===== src/rtl/vec_pkg.sv =====
// Shared vector-datapath constants and types, used by the vector ALU and the
// writeback unit.
package vec_pkg;

  localparam int DATA_WIDTH = 16;  // Q7.8 signed element
  localparam int LANES      = 16;
  localparam int ADDR_WIDTH = 16;
  localparam int LANE_W     = $clog2(LANES);

  typedef logic [LANE_W-1:0] lane_t;

  typedef enum logic [1:0] {
    IDLE  = 2'd0,
    WRITE = 2'd1,
    DONE  = 2'd2
  } wb_state_e;

endpackage


===== src/rtl/vector_writeback_unit_if.sv =====
// Result-bus / data-memory / status bundle between vector execute, the
// writeback unit and data memory.
interface vector_writeback_unit_if #(
  parameter int DATA_WIDTH = vec_pkg::DATA_WIDTH,
  parameter int LANES      = vec_pkg::LANES,
  parameter int ADDR_WIDTH = vec_pkg::ADDR_WIDTH
);

  logic                         in_valid;
  logic                         in_ready;
  logic signed [DATA_WIDTH-1:0] in_data [LANES];
  logic        [LANES-1:0]      in_V;
  logic        [LANES-1:0]      in_Z;
  logic        [LANES-1:0]      in_mask;
  logic        [ADDR_WIDTH-1:0] base_addr;

  logic                         mem_stall;
  logic                         mem_we;
  logic        [ADDR_WIDTH-1:0] mem_addr;
  logic        [DATA_WIDTH-1:0] mem_wdata;

  logic                         done;
  logic                         v_any;
  logic                         z_all;

  // Upstream/environment side: drives the result vector and the memory stall.
  modport master (
    output in_valid, in_data, in_V, in_Z, in_mask, base_addr, mem_stall,
    input  in_ready, mem_we, mem_addr, mem_wdata, done, v_any, z_all
  );

  // Writeback unit side.
  modport slave (
    input  in_valid, in_data, in_V, in_Z, in_mask, base_addr, mem_stall,
    output in_ready, mem_we, mem_addr, mem_wdata, done, v_any, z_all
  );

endinterface


===== src/rtl/vector_flag_reduce.sv =====
// Reduces per-lane overflow/zero flags over the enabled lanes into
// vector-level summaries. Purely combinational.
module vector_flag_reduce #(
  parameter int LANES = vec_pkg::LANES
) (
  input  logic [LANES-1:0] v,
  input  logic [LANES-1:0] z,
  input  logic [LANES-1:0] mask,
  output logic             v_any,
  output logic             z_all
);

  // Disabled lanes are neutral: they never raise v_any and never clear z_all,
  // so an empty mask yields z_all=1.
  assign v_any = |(v & mask);
  assign z_all = &(z | ~mask);

endmodule


===== src/rtl/vector_writeback_unit.sv =====
// Captures one vector ALU result and serialises its enabled lanes into the
// scalar data-memory write port, one lane per cycle, then reports flags.
module vector_writeback_unit #(
  parameter int DATA_WIDTH = vec_pkg::DATA_WIDTH,
  parameter int LANES      = vec_pkg::LANES,
  parameter int ADDR_WIDTH = vec_pkg::ADDR_WIDTH
) (
  input  logic                     clk,
  input  logic                     rst,
  vector_writeback_unit_if.slave   bus
);

  import vec_pkg::*;

  typedef logic [$clog2(LANES)-1:0] lane_idx_t;
  localparam lane_idx_t LAST_LANE = lane_idx_t'(LANES - 1);

  wb_state_e state_q, state_d;
  lane_idx_t cnt_q, cnt_d;
  lane_idx_t next_lane;

  logic signed [DATA_WIDTH-1:0] data_q [LANES];
  logic [LANES-1:0]      v_q, z_q, mask_q;
  logic [ADDR_WIDTH-1:0] base_q;

  logic                  we_q, we_d;
  logic [ADDR_WIDTH-1:0] addr_q, addr_d;
  logic [DATA_WIDTH-1:0] wdata_q, wdata_d;
  logic                  v_any_q, z_all_q;
  logic                  v_any_c, z_all_c;
  logic                  capture, flags_load;

  assign next_lane = cnt_q + lane_idx_t'(1);

  // The handshake cycle itself loads lane 0 straight from the input bus, so
  // the registered write port presents lane 0 in the very next cycle.
  always_comb begin
    // NOTE: every signal gets a default before the case; a path that leaves
    // one unassigned would infer a latch.
    state_d    = state_q;
    cnt_d      = cnt_q;
    we_d       = we_q;
    addr_d     = addr_q;
    wdata_d    = wdata_q;
    capture    = 1'b0;
    flags_load = 1'b0;

    case (state_q)
      IDLE: begin
        we_d = 1'b0;
        if (bus.in_valid) begin
          capture = 1'b1;
          cnt_d   = '0;
          we_d    = bus.in_mask[0];
          addr_d  = bus.base_addr;
          wdata_d = bus.in_data[0];
          state_d = (bus.in_mask != '0) ? WRITE : DONE;
        end
      end

      WRITE: begin
        // A stall keeps all defaults, freezing the counter and write port.
        if (!bus.mem_stall) begin
          if (cnt_q == LAST_LANE) begin
            we_d    = 1'b0;
            state_d = DONE;
          end else begin
            cnt_d   = next_lane;
            we_d    = mask_q[next_lane];
            addr_d  = base_q + ADDR_WIDTH'(next_lane);
            wdata_d = data_q[next_lane];
          end
        end
      end

      DONE: begin
        flags_load = 1'b1;
        state_d    = IDLE;
      end

      default: state_d = IDLE;
    endcase
  end

  always_ff @(posedge clk) begin
    if (rst) begin
      state_q <= IDLE;
      cnt_q   <= '0;
      we_q    <= 1'b0;
      addr_q  <= '0;
      wdata_q <= '0;
      v_any_q <= 1'b0;
      z_all_q <= 1'b0;
    end else begin
      state_q <= state_d;
      cnt_q   <= cnt_d;
      we_q    <= we_d;
      addr_q  <= addr_d;
      wdata_q <= wdata_d;
      if (flags_load) begin
        v_any_q <= v_any_c;
        z_all_q <= z_all_c;
      end
    end
  end

  // NOTE: the capture bank has no reset; it is only read after a handshake
  // has loaded it, and leaving it unreset keeps it a plain register file.
  always_ff @(posedge clk) begin
    if (capture) begin
      data_q <= bus.in_data;
      v_q    <= bus.in_V;
      z_q    <= bus.in_Z;
      mask_q <= bus.in_mask;
      base_q <= bus.base_addr;
    end
  end

  vector_flag_reduce #(.LANES(LANES)) u_flag_reduce (
    .v     (v_q),
    .z     (z_q),
    .mask  (mask_q),
    .v_any (v_any_c),
    .z_all (z_all_c)
  );

  assign bus.in_ready  = (state_q == IDLE);
  assign bus.done      = (state_q == DONE);
  assign bus.mem_we    = we_q;
  assign bus.mem_addr  = addr_q;
  assign bus.mem_wdata = wdata_q;
  assign bus.v_any     = v_any_q;
  assign bus.z_all     = z_all_q;

endmodule


===== src/flat_wrapper.sv =====
// flat-port wrapper written by rule: the top's interface ports become plain ports
module vector_writeback_unit_flat import vec_pkg::*;
#(
  parameter int DATA_WIDTH = vec_pkg::DATA_WIDTH,
  parameter int LANES      = vec_pkg::LANES,
  parameter int ADDR_WIDTH = vec_pkg::ADDR_WIDTH
)
  (clk, rst, bus_in_valid, bus_in_data, bus_in_V, bus_in_Z, bus_in_mask, bus_base_addr, bus_mem_stall, bus_in_ready, bus_mem_we, bus_mem_addr, bus_mem_wdata, bus_done, bus_v_any, bus_z_all);
  vector_writeback_unit_if #(.DATA_WIDTH(DATA_WIDTH), .LANES(LANES), .ADDR_WIDTH(ADDR_WIDTH)) bus_i ();
  input  logic clk;
  input  logic rst;
  input wire logic [$bits(bus_i.in_valid)-1:0] bus_in_valid;
  input wire logic [$bits(bus_i.in_data)-1:0] bus_in_data;
  input wire logic [$bits(bus_i.in_V)-1:0] bus_in_V;
  input wire logic [$bits(bus_i.in_Z)-1:0] bus_in_Z;
  input wire logic [$bits(bus_i.in_mask)-1:0] bus_in_mask;
  input wire logic [$bits(bus_i.base_addr)-1:0] bus_base_addr;
  input wire logic [$bits(bus_i.mem_stall)-1:0] bus_mem_stall;
  output wire logic [$bits(bus_i.in_ready)-1:0] bus_in_ready;
  output wire logic [$bits(bus_i.mem_we)-1:0] bus_mem_we;
  output wire logic [$bits(bus_i.mem_addr)-1:0] bus_mem_addr;
  output wire logic [$bits(bus_i.mem_wdata)-1:0] bus_mem_wdata;
  output wire logic [$bits(bus_i.done)-1:0] bus_done;
  output wire logic [$bits(bus_i.v_any)-1:0] bus_v_any;
  output wire logic [$bits(bus_i.z_all)-1:0] bus_z_all;
  assign bus_i.in_valid = bus_in_valid;
  assign bus_i.in_data = {>>{bus_in_data}};
  assign bus_i.in_V = bus_in_V;
  assign bus_i.in_Z = bus_in_Z;
  assign bus_i.in_mask = bus_in_mask;
  assign bus_i.base_addr = bus_base_addr;
  assign bus_i.mem_stall = bus_mem_stall;
  assign bus_in_ready = bus_i.in_ready;
  assign bus_mem_we = bus_i.mem_we;
  assign bus_mem_addr = bus_i.mem_addr;
  assign bus_mem_wdata = bus_i.mem_wdata;
  assign bus_done = bus_i.done;
  assign bus_v_any = bus_i.v_any;
  assign bus_z_all = bus_i.z_all;
  vector_writeback_unit #(.DATA_WIDTH(DATA_WIDTH), .LANES(LANES), .ADDR_WIDTH(ADDR_WIDTH)) u_core (.clk(clk), .rst(rst), .bus(bus_i));
endmodule

===== config.mk =====
export PLATFORM = sky130hd
export DESIGN_NAME = vector_writeback_unit_flat
export DESIGN_NICKNAME = d
export VERILOG_FILES = /design/src/rtl/vec_pkg.sv /design/src/rtl/vector_writeback_unit_if.sv /design/src/rtl/vector_flag_reduce.sv /design/src/rtl/vector_writeback_unit.sv /design/src/flat_wrapper.sv
export SDC_FILE = /design/constraint.sdc
export NUM_CORES = 1
export LEC_CHECK = 0
export ABC_AREA = 1
export BUFFER_PORTS_ARGS = -buffer_cell sky130_fd_sc_hd__clkbuf_2
export CORE_MARGIN = 1
export CORE_UTILIZATION = 54
export DETAILED_ROUTE_END_ITERATION = 6
export GPL_TIMING_DRIVEN = 1
export PLACE_DENSITY = 0.8
export SLEW_MARGIN = 20
export SYNTH_ARGS = -nofsm -noshare
export SYNTH_HDL_FRONTEND = slang
export SYNTH_SLANG_ARGS = --single-unit
export TNS_END_PERCENT = 50

===== constraint.sdc =====
create_clock -name clk -period 32.8 [get_ports clk]
set_input_delay 4.92 -clock clk [delete_from_list [all_inputs] [get_ports clk]]
set_output_delay 4.92 -clock clk [all_outputs]
set_load 0.02 [all_outputs]

### Word-level counts from Yosys, hierarchy flattened

Cells that the tools add are included.

* flip-flop bits (word level): 361
* logic and storage cells: 79

* $lt $le $gt $ge: 2
* reductions and logical operators: 8
* eq/ne operators: 7
* bitwise operators: 4
* $add $sub $neg: 2
* mux-type cells: 29

Operator list (count)
* 16-bit 2-to-1 mux: 8
* 16-bit binary-select mux with 4-bit select: 1
* 16-bit case mux with 2 select lines: 2
* 16-bit by 4-bit adder with 16-bit output: 1
* 16-bit AND: 1
* 16-bit inverter: 1
* 16-bit bitwise OR: 1
* 16-bit AND reduction: 1
* 16-bit nonzero test: 1
* 16-bit OR reduction: 1
* 4-bit 2-to-1 mux: 3
* 2-bit 2-to-1 mux: 4
* 4-bit case mux with 2 select lines: 1
* 1-bit 2-to-1 mux: 7
* 2-bit != test (second input constant): 3
* 5-bit >= comparator (second input constant): 1
* 4-bit by 5-bit < comparator with 1-bit output (second input constant): 1
* 4-bit inverter with 5-bit output: 1
* 4-bit by 1-bit adder with 4-bit output (second input constant): 1
* 1-bit binary-select mux with 4-bit select: 1
* 4-bit equality test (second input constant): 1
* 2-bit case mux with 2 select lines: 1
* 4-bit AND reduction: 1
* 3-bit AND reduction: 1
* 7 further kinds: 7

### Logic depth before layout (Yosys ltp)

* depth in word-level cells: 8
* depth in mapped cells: 17

### Hierarchy

From an unflattened synthesis, not the netlist that was laid out.

* cells, all modules: 1520
* area total of the unflattened synthesis: 15366.0 um2

By module, submodules not included
* vector_writeback_unit: times used 1, area each 15083.2 um2, cells each 1447, seq. area each 10430.0 um2
* vector_flag_reduce: times used 1, area each 282.8 um2, cells each 73, seq. area each 0.0 um2

### Worst setup path after synthesis

Ideal clock, no wire load.

* path type: input -> register
* start: in bus_in_valid
* end: reg u_core.base_q[0], enable pin
* buffers on the path: 0
* arrival: 26.487 ns
* path slack: 4.914 ns
* stages: 2
* setup time: 1.399 ns
* data required time: 31.401 ns
* path through: inv_1 > nor3_1

* word-level cells in the longest chain between the ends: 2

Ends and longest elaborated chain
* from (decl): RTL line flat_wrapper.sv:12 `input wire logic [$bits(bus_i.in_valid)-1:0] bus_in_valid;`
* 1-bit 2-to-1 mux: RTL line vector_writeback_unit.sv:51 `if (bus.in_valid) begin`
* 1-bit 2-to-1 mux: RTL line vector_writeback_unit.sv:48 `case (state_q)`
* via u_core.capture: RTL line vector_writeback_unit.sv:31 `logic capture, flags_load;`
* to (signal assigned): RTL line vector_writeback_unit.sv:115 `base_q <= bus.base_addr;`
* to (decl): RTL line vector_writeback_unit.sv:24 `logic [ADDR_WIDTH-1:0] base_q;`

The timed path passes the listed nets, and every way through them passes these cells.
A chain may end at the register's enable or synchronous reset.

### Final worst setup path

* start: in bus_in_valid
* end: reg u_core.data_q[241] in the netlist's numbering, enable pin

* word-level cells in the longest chain between the ends: 2

Ends and longest elaborated chain
* 1-bit 2-to-1 mux: RTL line vector_writeback_unit.sv:51
* 1-bit 2-to-1 mux: RTL line vector_writeback_unit.sv:48
* via u_core.capture: RTL line vector_writeback_unit.sv:31
* to (signal assigned): RTL line vector_writeback_unit.sv:111 `data_q <= bus.in_data;`
* to (decl): RTL line vector_writeback_unit.sv:22 `logic signed [DATA_WIDTH-1:0] data_q [LANES];`

The timed path passes the listed nets, and every way through them passes these cells.

==> reports/metrics.csv <==
metric,value,unit
status,"finished, final reports clean",
clock skew,0.0164,ns
# Max-Cap Violations,0,
crit share post-route,0.204,
Min-Delay Path Class,flip-flop to flip-flop,
Die Wd,170,um
Mapped Area,15300,um2
pwr dens,61.7,nW/um2
cells along the critical path,clkbuf_2 -> inv_1 -> nor3_2 -> buf_4 -> buf_4,
Final min period,6.68,ns
endpoints failing hold,0,
"Cell Area, Placed",17400,um2
Clock Tree Buf Depth,3,
Setup crit end kind,flip-flop,
CP required,32.94,ns
port buffer count,360,
total number of vias,11700,
vias in the first global route,11500,
total track usage,0.279,
Core Region,27800,um2
CP max stage cell,buf_4,
met1 Use GR,0.343,
worst reg-to-reg setup slack,29.20,ns
number of clock sinks,361,
FP Rows,61,
H-tree levels,2,
CP bufs+invs,4,
clock latency on the worst-skew pair,0.52,ns
Finished Layout Cells,2239,
total CTS buffers,38,
n_diodes,0,
RSZ-0062 raised after global routing,no,
final instance area,18600,um2
WHS,0.467,ns
placed wire-length estimate,27.2,mm
"Avg Cell Area, Syn",10.2,um2
initial antenna violation count,1,
leakage power,0.00837,uW
Initial Util,0.550,
setup TNS,0,ns
sequential-to-total area share from yosys stat,0.682,
grt met2 use,0.481,
Worst EP arrival,6.82,ns
Area growth syn-to-layout,21.9,%
Most Crowded Layer GR,met2,
post-CTS sizing,0,
CTS tree,yes,
Routed WL per cell,18.0,um
Hold Buf Count CTS,0,
first-pass GRT wire length,60.5,mm
critical path startpoint category,input port,
worst-path fanout max,65,
Finished Core Util,0.671,
critical path class,input port to flip-flop,
Post-route DRC,0,
"Net Count, Synth",1825,
Die Y,170,um
DR vias/cell,5.23,
max incr delay on CP,0.78,ns
DRT antenna net count,0,
Worst-path clk slew,0.06,ns
root buf cell,clkbuf_16,
Max VDD drop,0.0469,mV
total iterations of the first detailed-routing run,5,
#FFs+latches synth,361,
Final setup viols,0,
die area,29000,um2
Worst path most repeated cell,buf_4,
post-CTS setup buffers,0,
Slew @ Worst Pin,1.11,ns
Synth Instances,1495,
Final #Nets,2162,
Routability Congestion,0.862,
largest net degree at the start of global routing,199,
1st-iter DRT viols,931,
maximum clock frequency,150,MHz
share of cells above drive strength 1,0.233,
"Largest delay share family, worst path",buffers and inverters,
Pins Over Slew Limit,0,
dpl cells,2170,
grt ovf,0,
synth unique cells,29,
Rel. slew slack,0.260,
Yosys warnings,0,
I/O pin count,361,
GR Util met3,0.0540,
drt total wl,40.3,mm
[through the flow]
step           setup slack [ns]  power, uW
2_1_floorplan              4.91        689
3_3_place_gp              25.69        722
3_5_place_dp              25.63        727
4_1_cts                   26.18       1160
5_1_grt                   26.02       1200
6_report                  26.12       1150
[placed cells by master, fill, tap and decap left out, drive strengths merged]
| cell type | Yosys | final |
|---|---|---|
| nand2 | 496 | 496 |
| clkbuf | 28 | 409 |
| edfxtp | 320 | 320 |
| nand3 | 210 | 210 |
| inv | 174 | 176 |
| nor2 | 60 | 60 |
| a21oi | 54 | 54 |
| dfxtp | 41 | 41 |
| o21ai | 21 | 21 |
| clkinv | 0 | 12 |
| buf | 43 | 8 |
| nand4 | 6 | 6 |
| o22ai | 6 | 6 |
| bufinv | 0 | 5 |
| nor3 | 5 | 5 |
| ha | 5 | 5 |
| xor2 | 5 | 5 |
| a31oi | 4 | 4 |
| o211ai | 4 | 4 |
| nor4 | 3 | 3 |
| nand3b | 2 | 2 |
| or2 | 2 | 2 |
| a211oi | 2 | 2 |
| xnor2 | 1 | 1 |
| o21bai | 1 | 1 |
| a221oi | 1 | 1 |
| fa | 1 | 1 |
| clkinvlp | 0 | 1 |
[where the power goes]
| part | leakage (uW) | switching, uW | total [uW] | internal [uW] |
|---|---|---|---|---|
| Combinational | 0.00437 | 107 | 160 | 52.3 |
| Clock | 0.000609 | 171 | 431 | 260 |
| Sequential | 0.00340 | 15.4 | 559 | 544 |
| Total | 0.00837 | 294 | 1150 | 856 |
[cells by family after synthesis]
| kind of cell | after synthesis | synth area share |
|---|---|---|
| AND/OR/NAND/NOR | 784 | 0.212 |
| adder cells (fa/ha/maj) | 6 | 0.00540 |
| flip-flops | 361 | 0.682 |
| XOR/XNOR | 6 | 0.00442 |
| AO/OA/AOI/OAI | 93 | 0.0326 |
| buffers and inverters | 245 | 0.0631 |
[sequential cells by signal, summed over array words and instances (netlist names)]
signal	cells
u_core.base_q	16
u_core.bus.mem_addr	16
u_core.bus.mem_wdata	16
u_core.bus.mem_we	1
u_core.bus.v_any	1
u_core.bus.z_all	1
u_core.cnt_q	4
u_core.data_q	256
u_core.mask_q	16
u_core.state_q	2
u_core.v_q	16
u_core.z_q	16
[cell usage after synthesis, drive strengths merged]
master | instances | area, um2
nand2 | 496 | 1860
edfxtp | 320 | 9610
nand3 | 210 | 1050
inv | 174 | 653
nor2 | 60 | 225
a21oi | 54 | 270
buf | 43 | 206
dfxtp | 41 | 821
clkbuf | 28 | 105
o21ai | 21 | 105
nand4 | 6 | 37.5
o22ai | 6 | 37.5
ha | 5 | 62.6
nor3 | 5 | 25.0
xor2 | 5 | 58.8
a31oi | 4 | 25.0
o211ai | 4 | 30.0
nor4 | 3 | 18.8
a211oi | 2 | 15.0
nand3b | 2 | 15.0
or2 | 2 | 12.5
a221oi | 1 | 8.76
fa | 1 | 20.0
o21bai | 1 | 7.51
xnor2 | 1 | 8.76
[final timing paths]
path,start,endpoint,depth (start not counted)
max,bus_in_valid,u_core.data_q[241],5
min,u_core.bus.mem_wdata[11],u_core.bus.mem_wdata[11],2
max reg2reg,u_core.cnt_q[0],u_core.bus.mem_addr[10],10
min reg2reg,u_core.bus.mem_wdata[11],u_core.bus.mem_wdata[11],2
[cell type report]
type / instances / area [um2]
inverters: 174 / 656
well taps: 378 / 473
flip-flops and latches: 361 / 10400
clock inverters: 20 / 226
clock buffers: 49 / 1020
multi-input cells: 889 / 3950
repair buffers: 368 / 1880
fillers: 2120 / 9150
[metal layers]
layer	up-vias	wire length, um
met4	2	1580
met1	5431	15700
met3	91	3170
met2	546	19800
met5	-	13
li1	5641	-
[tightest hold or removal path, cell delays in order, from the launching register on]
cell     delay (ns)
dfxtp_1        0.31
nand2_1        0.06
a21oi_1        0.05
(Power assumes the default switching activity.)
